--- src/rtl/sdr_init_pkg.sv ---
// Shared types for the SDRAM init/refresh scheduler: FSM states, init step codes,
// rank-width helper and the per-rank SDR/DDR step tables.
package sdr_init_pkg;

  typedef enum logic [2:0] {
    ST_LOAD,
    ST_WAIT,
    ST_INIT,
    ST_HOLD,
    ST_RUN
  } state_e;

  typedef enum logic [2:0] {
    STEP_NONE,
    STEP_PRE,
    STEP_EMR,
    STEP_MRS_DLL,
    STEP_MRS,
    STEP_RF
  } step_e;

  localparam logic [2:0] SDR_LAST_STEP = 3'd2;
  localparam logic [2:0] DDR_LAST_STEP = 3'd6;

  function automatic int rank_w(input int n);
    return (n > 1) ? $clog2(n) : 1;
  endfunction

  // DDR per-rank order: PRE, EMR, MRS(DLL reset), PRE, RF, RF, MRS
  function automatic step_e ddr_step(input logic [2:0] idx);
    case (idx)
      3'd0:    return STEP_PRE;
      3'd1:    return STEP_EMR;
      3'd2:    return STEP_MRS_DLL;
      3'd3:    return STEP_PRE;
      3'd4:    return STEP_RF;
      3'd5:    return STEP_RF;
      default: return STEP_MRS;
    endcase
  endfunction

  // SDR index 1 is repeated INIT_REFRESHES times by the sequencer
  function automatic step_e sdr_step(input logic [2:0] idx);
    case (idx)
      3'd0:    return STEP_PRE;
      3'd1:    return STEP_RF;
      default: return STEP_MRS;
    endcase
  endfunction

endpackage

--- src/rtl/sdr_init_refresh_sched_if.sv ---
// Request/acknowledge bundle between the init/refresh scheduler (master) and the
// SDRAM command engine (slave); requests are levels held until S_ACK.
interface sdr_init_refresh_sched_if #(
  parameter int RANK_W = 1
);
  logic              P_REQ;
  logic              RF_REQ;
  logic              M_REQ;
  logic              EM_REQ;
  logic              M_REQ_DLL_RESET;
  logic [RANK_W-1:0] REQ_RANK;
  logic              S_ACK;
  logic              IDLE;

  modport master (
    output P_REQ, RF_REQ, M_REQ, EM_REQ, M_REQ_DLL_RESET, REQ_RANK,
    input  S_ACK, IDLE
  );

  modport slave (
    input  P_REQ, RF_REQ, M_REQ, EM_REQ, M_REQ_DLL_RESET, REQ_RANK,
    output S_ACK, IDLE
  );
endinterface

--- src/rtl/sdr_refresh_timer.sv ---
// Loadable down-counter shared by power-up wait, DLL holdoff and refresh interval.
// Load wins over decrement; the count parks at zero.
module sdr_refresh_timer #(
  parameter int TIMER_W = 16
) (
  input  logic               CLK,
  input  logic               aresetn,
  input  logic               load_i,
  input  logic [TIMER_W-1:0] val_i,
  input  logic               dec_i,
  output logic               zero_o,
  output logic               one_o
);

  logic [TIMER_W-1:0] cnt_q, cnt_d;

  always_comb begin
    cnt_d = cnt_q;
    if (load_i) begin
      cnt_d = val_i;
    end else if (dec_i && (cnt_q != '0)) begin
      cnt_d = cnt_q - 1'b1;
    end
  end

  always_ff @(posedge CLK or negedge aresetn) begin
    if (!aresetn) begin
      cnt_q <= '0;
    end else begin
      cnt_q <= cnt_d;
    end
  end

  assign zero_o = (cnt_q == '0);
  assign one_o  = (cnt_q == TIMER_W'(1));

endmodule

--- src/rtl/sdr_init_refresh_sched.sv ---
// SDRAM init sequencer + round-robin refresh scheduler; requests are registered levels held until S_ACK.
// Build option SDR_REFRESH_DEBT_EN: refresh debt counter with IDLE-gated issue (else 1-deep pending).
module sdr_init_refresh_sched
  import sdr_init_pkg::*;
#(
  parameter int NUM_RANKS      = 1,
  parameter int INIT_REFRESHES = 8,
  parameter int TIMER_W        = 16,
  parameter int HOLDOFF_CYCLES = 200,
  parameter int DEBT_MAX       = 8
) (
  input  logic                     CLK,
  input  logic                     aresetn,
  input  logic                     SD_INIT,
  input  logic                     DDR_MODE,
  input  logic [TIMER_W-1:0]       DELAY,
  input  logic [TIMER_W-1:0]       REF,
  sdr_init_refresh_sched_if.master cmd,
  output logic                     INITED,
  output logic                     DQM_INIT,
  output logic                     REF_OVERRUN
);

  localparam int RANK_W = rank_w(NUM_RANKS);
`ifdef SDR_REFRESH_DEBT_EN
  localparam int PEND_MAX = DEBT_MAX;
`else
  localparam int PEND_MAX = 1;
  localparam int DEBT_MAX_UNUSED = DEBT_MAX;
`endif
  localparam int PEND_W = $clog2(PEND_MAX + 1);

  state_e              state_q, state_d;
  step_e               req_q, req_d;
  logic [RANK_W-1:0]   rank_q, rank_d;
  logic [2:0]          step_q, step_d;
  logic [3:0]          rf_cnt_q, rf_cnt_d;
  logic                ddr_q, ddr_d;
  logic [PEND_W-1:0]   pend_q, pend_d;
  logic                ovr_q, ovr_d;
  logic                dqm_q, dqm_d;

  logic                tmr_load, tmr_dec, tmr_zero, tmr_one;
  logic [TIMER_W-1:0]  tmr_val;
  logic                ack, rf_ack, tick, rf_want, last_rank, pend_full;
  step_e               cur_step;
  logic [2:0]          last_step;
  logic [RANK_W-1:0]   rank_inc;

  sdr_refresh_timer #(.TIMER_W(TIMER_W)) u_timer (
    .CLK    (CLK),
    .aresetn(aresetn),
    .load_i (tmr_load),
    .val_i  (tmr_val),
    .dec_i  (tmr_dec),
    .zero_o (tmr_zero),
    .one_o  (tmr_one)
  );

  assign ack       = (req_q != STEP_NONE) && cmd.S_ACK;
  assign rf_ack    = ack && (req_q == STEP_RF);
  assign tick      = (state_q == ST_RUN) && tmr_one && (REF != '0);
  assign cur_step  = ddr_q ? ddr_step(step_q) : sdr_step(step_q);
  assign last_step = ddr_q ? DDR_LAST_STEP : SDR_LAST_STEP;
  assign last_rank = (rank_q == RANK_W'(NUM_RANKS - 1));
  assign rank_inc  = last_rank ? '0 : rank_q + 1'b1;
  assign pend_full = (pend_q == PEND_W'(PEND_MAX));

`ifdef SDR_REFRESH_DEBT_EN
  assign rf_want = (cmd.IDLE && (pend_q != '0)) || pend_full;
`else
  logic idle_unused;
  assign idle_unused = cmd.IDLE;
  assign rf_want     = (pend_q != '0);
`endif

  always_comb begin
    state_d  = state_q;
    req_d    = req_q;
    rank_d   = rank_q;
    step_d   = step_q;
    rf_cnt_d = rf_cnt_q;
    ddr_d    = ddr_q;
    pend_d   = pend_q;
    ovr_d    = ovr_q;
    dqm_d    = !((state_q == ST_RUN) || (state_q == ST_HOLD));
    tmr_load = 1'b0;
    tmr_dec  = 1'b0;
    tmr_val  = '0;

    // A simultaneous tick and refresh ack cancel out
    if (tick && !rf_ack) begin
      if (pend_full) ovr_d = 1'b1;
      else           pend_d = pend_q + 1'b1;
    end else if (rf_ack && !tick) begin
      pend_d = pend_q - 1'b1;
    end

    case (state_q)
      ST_LOAD: begin
        tmr_load = 1'b1;
        tmr_val  = DELAY;
        state_d  = ST_WAIT;
      end
      ST_WAIT: begin
        if (tmr_zero) begin
          state_d  = ST_INIT;
          ddr_d    = DDR_MODE;
          step_d   = '0;
          rf_cnt_d = '0;
          rank_d   = '0;
        end else begin
          tmr_dec = 1'b1;
        end
      end
      ST_INIT: begin
        if (req_q == STEP_NONE) begin
          req_d = cur_step;
        end else if (ack) begin
          req_d = STEP_NONE;
          if (!ddr_q && (step_q == 3'd1) && (rf_cnt_q != 4'(INIT_REFRESHES - 1))) begin
            rf_cnt_d = rf_cnt_q + 1'b1;
          end else if (step_q != last_step) begin
            step_d   = step_q + 1'b1;
            rf_cnt_d = '0;
          end else begin
            step_d   = '0;
            rf_cnt_d = '0;
            rank_d   = rank_inc;
            if (last_rank) begin
              tmr_load = 1'b1;
              if (ddr_q && (HOLDOFF_CYCLES != 0)) begin
                state_d = ST_HOLD;
                tmr_val = TIMER_W'(HOLDOFF_CYCLES);
              end else begin
                state_d = ST_RUN;
                tmr_val = REF;
              end
            end
          end
        end
      end
      ST_HOLD: begin
        if (tmr_zero || tmr_one) begin
          state_d  = ST_RUN;
          tmr_load = 1'b1;
          tmr_val  = REF;
        end else begin
          tmr_dec = 1'b1;
        end
      end
      ST_RUN: begin
        if (tmr_zero || tmr_one) begin
          tmr_load = 1'b1;
          tmr_val  = REF;
        end else begin
          tmr_dec = 1'b1;
        end
        if (req_q == STEP_NONE) begin
          if (rf_want) req_d = STEP_RF;
        end else if (ack) begin
          req_d  = STEP_NONE;
          rank_d = rank_inc;
        end
      end
      default: state_d = ST_LOAD;
    endcase

    // Restart abandons any in-flight handshake
    if (SD_INIT) begin
      state_d  = ST_LOAD;
      req_d    = STEP_NONE;
      rank_d   = '0;
      step_d   = '0;
      rf_cnt_d = '0;
      pend_d   = '0;
      ovr_d    = 1'b0;
      dqm_d    = 1'b1;
    end
  end

  always_ff @(posedge CLK or negedge aresetn) begin
    if (!aresetn) begin
      state_q  <= ST_LOAD;
      req_q    <= STEP_NONE;
      rank_q   <= '0;
      step_q   <= '0;
      rf_cnt_q <= '0;
      ddr_q    <= 1'b0;
      pend_q   <= '0;
      ovr_q    <= 1'b0;
      dqm_q    <= 1'b1;
    end else begin
      state_q  <= state_d;
      req_q    <= req_d;
      rank_q   <= rank_d;
      step_q   <= step_d;
      rf_cnt_q <= rf_cnt_d;
      ddr_q    <= ddr_d;
      pend_q   <= pend_d;
      ovr_q    <= ovr_d;
      dqm_q    <= dqm_d;
    end
  end

  assign cmd.P_REQ           = (req_q == STEP_PRE);
  assign cmd.EM_REQ          = (req_q == STEP_EMR);
  assign cmd.M_REQ           = (req_q == STEP_MRS) || (req_q == STEP_MRS_DLL);
  assign cmd.M_REQ_DLL_RESET = (req_q == STEP_MRS_DLL);
  assign cmd.RF_REQ          = (req_q == STEP_RF);
  assign cmd.REQ_RANK        = rank_q;
  assign INITED              = (state_q == ST_RUN);
  assign DQM_INIT            = dqm_q;
  assign REF_OVERRUN         = ovr_q;

endmodule
--- src/flat_wrapper.sv ---
// flat-port wrapper written by rule: the top's interface ports become plain ports
module sdr_init_refresh_sched_flat import sdr_init_pkg::*;
#(
  parameter int NUM_RANKS      = 1,
  parameter int INIT_REFRESHES = 8,
  parameter int TIMER_W        = 16,
  parameter int HOLDOFF_CYCLES = 200,
  parameter int DEBT_MAX       = 8
)
  (CLK, aresetn, SD_INIT, DDR_MODE, DELAY, REF, INITED, DQM_INIT, REF_OVERRUN, cmd_P_REQ, cmd_RF_REQ, cmd_M_REQ, cmd_EM_REQ, cmd_M_REQ_DLL_RESET, cmd_REQ_RANK, cmd_S_ACK, cmd_IDLE);
  sdr_init_refresh_sched_if cmd_i ();
  input  logic CLK;
  input  logic aresetn;
  input  logic SD_INIT;
  input  logic DDR_MODE;
  input  logic [TIMER_W-1:0] DELAY;
  input  logic [TIMER_W-1:0] REF;
  output logic INITED;
  output logic DQM_INIT;
  output logic REF_OVERRUN;
  output wire logic [$bits(cmd_i.P_REQ)-1:0] cmd_P_REQ;
  output wire logic [$bits(cmd_i.RF_REQ)-1:0] cmd_RF_REQ;
  output wire logic [$bits(cmd_i.M_REQ)-1:0] cmd_M_REQ;
  output wire logic [$bits(cmd_i.EM_REQ)-1:0] cmd_EM_REQ;
  output wire logic [$bits(cmd_i.M_REQ_DLL_RESET)-1:0] cmd_M_REQ_DLL_RESET;
  output wire logic [$bits(cmd_i.REQ_RANK)-1:0] cmd_REQ_RANK;
  input wire logic [$bits(cmd_i.S_ACK)-1:0] cmd_S_ACK;
  input wire logic [$bits(cmd_i.IDLE)-1:0] cmd_IDLE;
  assign cmd_P_REQ = cmd_i.P_REQ;
  assign cmd_RF_REQ = cmd_i.RF_REQ;
  assign cmd_M_REQ = cmd_i.M_REQ;
  assign cmd_EM_REQ = cmd_i.EM_REQ;
  assign cmd_M_REQ_DLL_RESET = cmd_i.M_REQ_DLL_RESET;
  assign cmd_REQ_RANK = cmd_i.REQ_RANK;
  assign cmd_i.S_ACK = cmd_S_ACK;
  assign cmd_i.IDLE = cmd_IDLE;
  sdr_init_refresh_sched #(.NUM_RANKS(NUM_RANKS), .INIT_REFRESHES(INIT_REFRESHES), .TIMER_W(TIMER_W), .HOLDOFF_CYCLES(HOLDOFF_CYCLES), .DEBT_MAX(DEBT_MAX)) u_core (.CLK(CLK), .aresetn(aresetn), .SD_INIT(SD_INIT), .DDR_MODE(DDR_MODE), .DELAY(DELAY), .REF(REF), .cmd(cmd_i), .INITED(INITED), .DQM_INIT(DQM_INIT), .REF_OVERRUN(REF_OVERRUN));
endmodule
--- config.mk ---
export PLATFORM = sky130hd
export DESIGN_NAME = sdr_init_refresh_sched_flat
export DESIGN_NICKNAME = d
export VERILOG_FILES = /design/src/rtl/sdr_init_pkg.sv /design/src/rtl/sdr_init_refresh_sched_if.sv /design/src/rtl/sdr_refresh_timer.sv /design/src/rtl/sdr_init_refresh_sched.sv /design/src/flat_wrapper.sv
export SDC_FILE = /design/constraint.sdc
export NUM_CORES = 1
export LEC_CHECK = 0
export ABC_AREA = 1
export CAP_MARGIN = 10
export CORE_MARGIN = 2
export CORE_UTILIZATION = 35
export CTS_CLUSTER_DIAMETER = 80
export DETAILED_ROUTE_END_ITERATION = 6
export SLEW_MARGIN = 20
export SYNTH_ARGS = -nofsm -noshare
export SYNTH_HDL_FRONTEND = slang
export SYNTH_HIERARCHICAL = 1
export SYNTH_SLANG_ARGS = --single-unit
--- constraint.sdc ---
create_clock -name CLK -period 4.5 [get_ports CLK]
set_clock_uncertainty 0.1 [all_clocks]
set_input_delay 0.675 -clock CLK [delete_from_list [all_inputs] [get_ports CLK]]
set_output_delay 0.675 -clock CLK [all_outputs]
set_load 0.005 [all_outputs]
=== Yosys cells after proc, flatten, opt, wreduce, memory -nomap -nowiden ===
Index checks and enable logic that the tools add are counted.

* Add/subtract/negate cells: 6
* Equal/unequal tests: 28
* Multiplexer cells: 71
* Reduce and logical (&&, ||, !) cells: 40

{| class="wikitable"
|+ Operators with widths
! kind !! number
|-
| $mux 16 || 9
|-
| $mux 3 || 22
|-
| $pmux 16 s3 || 1
|-
| $reduce_bool 16->1 || 2
|-
| $mux 1 || 25
|-
| $mux 4 || 5
|-
| $eq 3x2->1 const B || 6
|-
| $ne 3x3->1 const B || 6
|-
| $pmux 3 s2 || 3
|-
| $eq 16x1->1 const B || 1
|-
| $logic_not 16->1 || 1
|-
| $reduce_and 8->1 || 2
|-
| $sub 16x1->16 const B || 1
|-
| $eq 3x3->1 const B || 5
|-
| $pmux 3 s5 || 1
|-
| $pmux 3 s4 || 1
|-
| $reduce_bool 3->1 || 4
|-
| $eq 3x1->1 const B || 3
|-
| $logic_and 1x1->1 || 9
|-
| $logic_not 3->1 || 3
|-
| $ne 3x2->1 const B || 3
|-
| $ne 4x3->1 const B || 2
|-
| $pmux 4 s2 || 1
|-
| $pmux 1 s3 || 2
|-
| 15 further kinds || 27
|}

* Bits in registers: 34
* Input bits: 38
* Output and inout bits: 9
* Word-level logic and storage cells: 155

=== Depth between registers and ports, before layout ===
* Depth in word-level cells: 8
* Mapped depth: 16
* Depth with buffers taken out: 15

=== By module ===
Netlist, hierarchy kept.

{| class="wikitable"
|+ Modules (own cells, without submodules)
! module !! instances !! cells an instance !! area each (µm²) !! seq. area each (µm²)
|-
| sdr_init_refresh_sched || 1 || 312 || 2015.7 || 426.7
|-
| sdr_refresh_timer || 1 || 178 || 1199.9 || 400.4
|}

=== Least setup slack after synthesis ===
Ideal clock, no wire load.

* Path type: reg2reg
* From: reg u_core.u_timer.cnt_q[0]
* To: reg u_core.u_timer.cnt_q[10]
* Library setup time: 0.069 ns
* Arrival time: 2.374 ns
* Required time: 4.331 ns
* Slack: 1.958 ns
* Cell stages (with the launch flop): 16
* Path buffers: 3
* Clock period less this slack: 2.542 ns
* Path through: dfrtp_1 > inv_1 > ha_1 > nand2_2 > nor2_4 > nand2_4 > inv_1 > nor2_1 > clkinv_1 > clkbuf_1 > nand2_1 > nand3_1 > buf_4 > clkbuf_1 > nand2_1 > nand3_1

* Elaborated cells on any way between the ends: 16
* Those cells by class: add/sub: 1; eq/ne: 1; mux: 9; reduce/logical: 5

{| class="wikitable"
|+ RTL lines
! item !! line !! text
|-
| start, declared || sdr_refresh_timer.sv:15 || <nowiki>logic [TIMER_W-1:0] cnt_q, cnt_d;</nowiki>
|-
| start signal, assigned || sdr_refresh_timer.sv:30 || <nowiki>cnt_q <= cnt_d;</nowiki>
|-
| $logic_not 16->1 * || sdr_refresh_timer.sv:34 || <nowiki>assign zero_o = (cnt_q == '0);</nowiki>
|-
| named net u_core.tmr_zero || sdr_init_refresh_sched.sv:43 || <nowiki>logic tmr_load, tmr_dec, tmr_zero, tmr_one;</nowiki>
|-
| $logic_or 1x1->1 * || sdr_init_refresh_sched.sv:144, sdr_init_refresh_sched.sv:153 ||
|-
| $mux 1 * || sdr_init_refresh_sched.sv:144, sdr_init_refresh_sched.sv:153 ||
|-
| $pmux 1 s3 * || sdr_init_refresh_sched.sv:99 || <nowiki>case (state_q)</nowiki>
|-
| named net u_core.tmr_load || sdr_init_refresh_sched.sv:43 ||
|-
| $mux 16 / $reduce_bool 2->1 (equally long branches) || -- ||
|}

Mark *: on every way through the listed nets, which the timed path passes. The rest lies on a longest branch. The select of a mux whose other input is x is not followed.
A chain may end at the register's enable or synchronous reset.

=== Worst setup path after layout ===
* From: reg u_core.u_timer.cnt_q[0]
* To: reg u_core.u_timer.cnt_q[1]

The elaborated chain is that of the path after synthesis.

==> reports/metrics.yaml <==
grt_pass1_wl_mm: 15.4
wl_mm: 9.04
crit_chain: "inv_1, ha_1, nand2_2, nor2_4, nand2_4, inv_1, nor2_1, clkinv_1, nand2_1, nand3_1, buf_4, inv_1, nand2_1, nand2_1, o21ai_1"
r2r_end: "u_core/u_timer/cnt_q[1]$_DFFE_PN0P_"
dpl.cell_count: 625
wl_per_cell_um: 14.3
cts_setup_buffers: 0
cts_hold_buf: 0
first_pass_iters: 4
worst_path_max_delay_cell: "clkinv_1"
cts-resized-gates: 0
hp-start: "u_core/REF_OVERRUN$_DFFE_PN0P_"
cts_tree: "yes"
maxCapViolations: 0
core_area_um2: 8810
synth_cell_types: 37
setup_tns_ps: 0
vias_per_cell: 5.24
synth_common_cells: "134 x nand2_1, 107 x nand3_1, 47 x nor2_1"
final_cells: 633
required_ps: 4590
initial_core_util_pct: 36.5
die-area_um2: 9970
min_delay_path_depth: 2
setup-violations-final: 0
grt_setup_unrepaired: "no"
clk_latency_ps: 300
grt_start_max_net_pins: 34
drtIter0Drc: 166
fmax_ghz: 0.295
dpl_cell_area_um2: 3680
status: "complete, no violations"
n_antenna_cell: 0
rows: 34
synth_nets: 536
die-height_um: 99.9
crit_path_max_fanout: 20
critical_path.top_delay_family: "buffers and inverters"
synth_edf_count: 0
slew_viol_final: 0
antenna_found_initial: 0
fin_crit_sh_pct: 75.2
rrSetupSlack_ps: 1120
dp_hpwl_mm: 6.74
hold_class: "reg -> reg"
max_stage_delay_ps: 450
hold_viol_final: 0
io_pins: 47
grt_pass1_vias: 3273
vdd_drop_max_mv: 0.261
cp_data_arrival_time_ps: 3470
ys_ff_latch: 33
synth_seq_area_share_pct: 25.7
syn2layout_area_growth_pct: 17.5
track_usage_pct: 19.0
critical_path_class: "reg -> reg"
end_kind: "flop"
min_to: "u_core/REF_OVERRUN$_DFFE_PN0P_"
nets: 570
synthArstFlopShare_pct: 100
setup_ws_ps: 1120
crit_path_start_kind: "flop"
drc_errors: 0
syn_area_per_cell_um2: 6.56
io_buffers: 44
r2r_cells: 15
relSlewSlack_pct: 59.6
clk_path_buf_depth: 2
worstMarginPinSlew_ps: 600
grt.overflow.total: 0
ant_nets: 0
die_x_um: 99.9
synth_warnings: 6
yosys_most_used_dff: "dfrtp_1"
finalCriticalPeriod_ps: 3380
path_buf_inv: 5
fillCellCount: 948
clock-sinks: 33
vias: 3317
design_area_um2: 3780
synth_cells: 490
ctsRootBufferMaster: "clkbuf_8"
p_leak_uw: 0.00169
yosysTopAreaCellShare_pct: 24.9
drive_gt1_share_pct: 14.1
synth_top_area_cell: "dfrtp_1"
fin_util_pct: 42.9
numCtsBuffers: 5
clkSlewWorstSetupHoldPaths_ps: 80
powerDensity_nw_per_um2: 549
dp_slack_ps: 1180
yosys-top-cells-area: "dfrtp_1 25%, nand3_1 17%, nand2_1 16%"
yosys.cell_count.top_type: "nand2_1"
reg2reg_from: "u_core/u_timer/cnt_q[0]$_DFFE_PN0P_"
gp_congestion: 0.894
syn_area_um2: 3220
h-tree-depth: 2
-- cells in the final DEF, fill, tap and decap left out, types with 2 or more instances in the layout --
cell type        instances
nor2_4                   6
clkbuf_8                 7
nand3b_1                 7
inv_6                    2
a21oi_1                  8
nor3_1                   7
nand3_1                107
o21ai_2                  5
inv_2                   13
clkdlybuf4s50_1         44
ha_1                     8
nand2_4                  3
nand3_2                  2
xor2_1                   5
nor2_2                  10
xnor2_1                  2
dfrtp_1                 32
o21ai_0                 12
nand2_1                134
buf_4                    2
nand2_2                  7
o21ai_1                  8
nor3_2                  10
nand4_1                  3
nor2_1                  47
inv_1                   23
-- cell families after synthesis --
logic type	after synthesis	synth area share (%)
other	1	0.117
AOI/OAI and AO/OA	34	6.23
adders and majority gates	8	3.11
buffers and inverters	58	8.83
and+or+nand+nor	349	54.1
xor gates and xnor gates	7	1.91
DFF	33	25.7
-- metal layers --
layer	track usage, %	vias up	part of all wire [%]
li1	-	1675	-
met4	7.27	0	2.4
met1	23.9	1575	45
met5	0	-	0
met3	2.65	20	2.6
met2	33.1	47	50
-- tightest hold or removal path, stage by stage (launching register included) --
cell and delay (ps):
dfrtp_1 380, inv_1 50, a21oi_1 60
-- sequential cells by signal, summed over array words and instances, names as in the netlist --
name and flops:
u_core/DQM_INIT 1, u_core/REF_OVERRUN 1, u_core/ddr_q 1, u_core/pend_full 1, u_core/req_q 3, u_core/rf_cnt_q 4, u_core/state_q 3, u_core/step_q 3
u_core/u_timer/cnt_q 16
-- report_power, final --
group | total (µW) | switching (µW) | internal, µW
clock | 259 | 120 | 138
sequential | 522 | 127 | 395
combinational | 1300 | 858 | 438
total | 2080 | 1100 | 971
-- through the flow --
step                hold slack, ps  total power [µW]
detailed placement             418              1820
global route                   454              2290
global placement               410              1790
floorplan                      279              1540
CTS                            434              2080
finish                         428              2080
-- final cells by class --
cell class                      instances  area, µm²  share of cell area (%)
Multi-Input combinational cell        399       2100                    55.7
Sequential cell                        33        827                    21.9
Timing Repair Buffer                   46        455                    12.0
Inverter                               39        156                    4.14
Tap cell                              108        135                    3.57
Clock buffer                            7       96.3                    2.55
Clock inverter                          1       5.00                   0.132
-- how the worst max path moves through the flow --
stage / startpoint / end / slack [ps] / depth (start not counted)
finish: u_core/u_timer/cnt_q[0]$_DFFE_PN0P_ / u_core/u_timer/cnt_q[1]$_DFFE_PN0P_ / 1120 / 15
global route: u_core/u_timer/cnt_q[0]$_DFFE_PN0P_ / u_core/u_timer/cnt_q[1]$_DFFE_PN0P_ / 850 / 15
CTS: u_core/u_timer/cnt_q[0]$_DFFE_PN0P_ / u_core/u_timer/cnt_q[1]$_DFFE_PN0P_ / 1160 / 15
detailed placement: u_core/u_timer/cnt_q[0]$_DFFE_PN0P_ / u_core/u_timer/cnt_q[1]$_DFFE_PN0P_ / 1180 / 15
global placement: u_core/u_timer/cnt_q[0]$_DFFE_PN0P_ / u_core/u_timer/cnt_q[6]$_DFFE_PN0P_ / 1220 / 15
floorplan: u_core/u_timer/cnt_q[0]$_DFFE_PN0P_ / u_core/u_timer/cnt_q[10]$_DFFE_PN0P_ / 1960 / 15
Power figures use the tool's default switching activity.
==> RTL edit, RTL diff (same settings) <==
`NUM_RANKS` is set to 1 in 2 places; all go to 2.
--- a/src/rtl/sdr_init_refresh_sched.sv
+++ b/src/rtl/sdr_init_refresh_sched.sv
@@ -4,5 +4,5 @@
   import sdr_init_pkg::*;
 #(
-  parameter int NUM_RANKS      = 1,
+  parameter int NUM_RANKS      = 2,
   parameter int INIT_REFRESHES = 8,
   parameter int TIMER_W        = 16,
--- a/src/flat_wrapper.sv
+++ b/src/flat_wrapper.sv
@@ -2,5 +2,5 @@
 module sdr_init_refresh_sched_flat import sdr_init_pkg::*;
 #(
-  parameter int NUM_RANKS      = 1,
+  parameter int NUM_RANKS      = 2,
   parameter int INIT_REFRESHES = 8,
   parameter int TIMER_W        = 16,
Function: same outputs for any inputs over 10 cycles, from zero or initial values and one cycle with aresetn low; that may be too few to reach the edited logic, so the function may still have changed.
==> RTL edit against the original RTL <==
Sequential power is 6.3% higher. Worst setup slack better by 0.50 ns. Global-route usage is 1.1 points higher. Power is 0.15% lower. Sequential cell count is 1 higher. Clock power is 15% lower. Area after synthesis is 0.47% lower. Routed wire length is 5.0% higher. Largest power group unchanged. First-iteration DRC count is 42% higher. Cell count is 0.79% higher. Final area hardly changed. Critical path depth is 5 lower.
==> RTL edit: results (changes against the original RTL) <==
[run_status]
status=completed

[hold_path]
whs_path_depth=1  ; -1

[timing]
slew_headroom=0.526  ; -0.0698
hold-worst-slack_ns=0.391  ; -0.0368 ns
setup_slack_ns=1.61  ; +0.495 ns

[place]
dp.cells=631  ; +0.96%
port_buffers=45  ; +2.3%
placed_area_um2=3700  ; +0.54%
gp_congestion=0.853  ; -4.6%

[drt]
drt_iter0_markers=235  ; +42%
vias_per_cell=5.39  ; +2.9%
firstDrtPassIters=5  ; +1
wire_per_inst_um=14.9  ; +4.2%

[logic_synthesis]
seq_area_frac_synth=0.266  ; +0.00903
yosysMostFrequentCell=nand3_1
syn_inst=494  ; +0.82%
synth.top_cells.by_count=nand3_1 (127), nand2_1 (118), nor2_1 (49), dfrtp_1 (33), inv_1 (26)
synthTopCellsByArea=dfrtp_1 (26%), nand3_1 (20%), nand2_1 (14%)
synth.net_count=540  ; +0.75%

[critical_path]
critPathSlowestCell=inv_1
r2r_cells=10  ; -5
critPathMaxStageDelay_ns=0.54  ; +0.09 ns
r2r_end=u_core/u_timer/cnt_q[3]
reg2reg_from=u_core/state_q[2]

[global_routing]
grtUsageTotal=0.201  ; +0.0106
grt_pass1_wl_um=16000  ; +4.3%
grt_pass1_vias=3347  ; +2.3%

[layout]
final_layout_size_suffix_gt1_frac=0.0925  ; -0.0485
layout.nets=576  ; +1.1%
fin_cells=638  ; +0.79%

[power]
peakVddDrop_mv=0.248  ; -5.1%
leakage_nw=1.66  ; -1.8%

==> RTL edit: worst max path at each step <==
stage / from / endpoint / cells past startpoint
6_report: u_core/state_q[2] / u_core/u_timer/cnt_q[3] / 10
5_1_grt: u_core/state_q[2] / u_core/u_timer/cnt_q[6] / 10
4_1_cts: u_core/state_q[2] / u_core/u_timer/cnt_q[3] / 10
3_5_place_dp: u_core/state_q[2] / u_core/u_timer/cnt_q[0] / 8
3_3_place_gp: u_core/state_q[2] / u_core/u_timer/cnt_q[0] / 8
2_1_floorplan: u_core/u_timer/cnt_q[0] / u_core/u_timer/cnt_q[2] / 16
==> RTL edit: cell type report <==
class                           instances  area (um^2)
Fill cell                             912         5030
Multi-Input combinational cell        405         2100
Sequential cell                        34          852
Timing Repair Buffer                   48          473
Inverter                               36          135
Tap cell                              108          135
Clock buffer                            5         68.8
Clock inverter                          2         10.0
==> RTL edit: per-layer routing <==
layer / share of wire / up-vias / global-route usage
li1: - / 1719 / -
met1: 0.45 / 1600 / 0.256
met2: 0.49 / 108 / 0.345
met3: 0.047 / 14 / 0.0295
met4: 0.017 / 0 / 0.0727
met5: 0 / - / 0
==> RTL edit: worst register-to-register path, delay by kind of cell, from the launching register on <==
family | cells | cell delay [ns]
and+or+nand+nor | 6 | 0.90
buffers and inverters | 3 | 1.30
AOI/OAI and AO/OA | 1 | 0.06
DFF | 1 | 0.43
==> RTL edit: where the power goes <==
group | internal [mW] | total (mW) | switching [mW]
logic | 0.439 | 1.30 | 0.859
clock network | 0.104 | 0.220 | 0.116
registers | 0.407 | 0.555 | 0.148
total | 0.951 | 2.07 | 1.12
==> RTL edit: cells by family (layout without fill, tap and decap cells) <==
group,Yosys count,count (layout),synth area share
AO/OA/AOI/OAI,35,35,0.0586
flip-flops,34,34,0.266
AND/OR/NAND/NOR,356,356,0.551
adder cells (fa/ha/maj),8,8,0.0313
buffers and inverters,55,91,0.0766
XOR/XNOR,6,6,0.0164
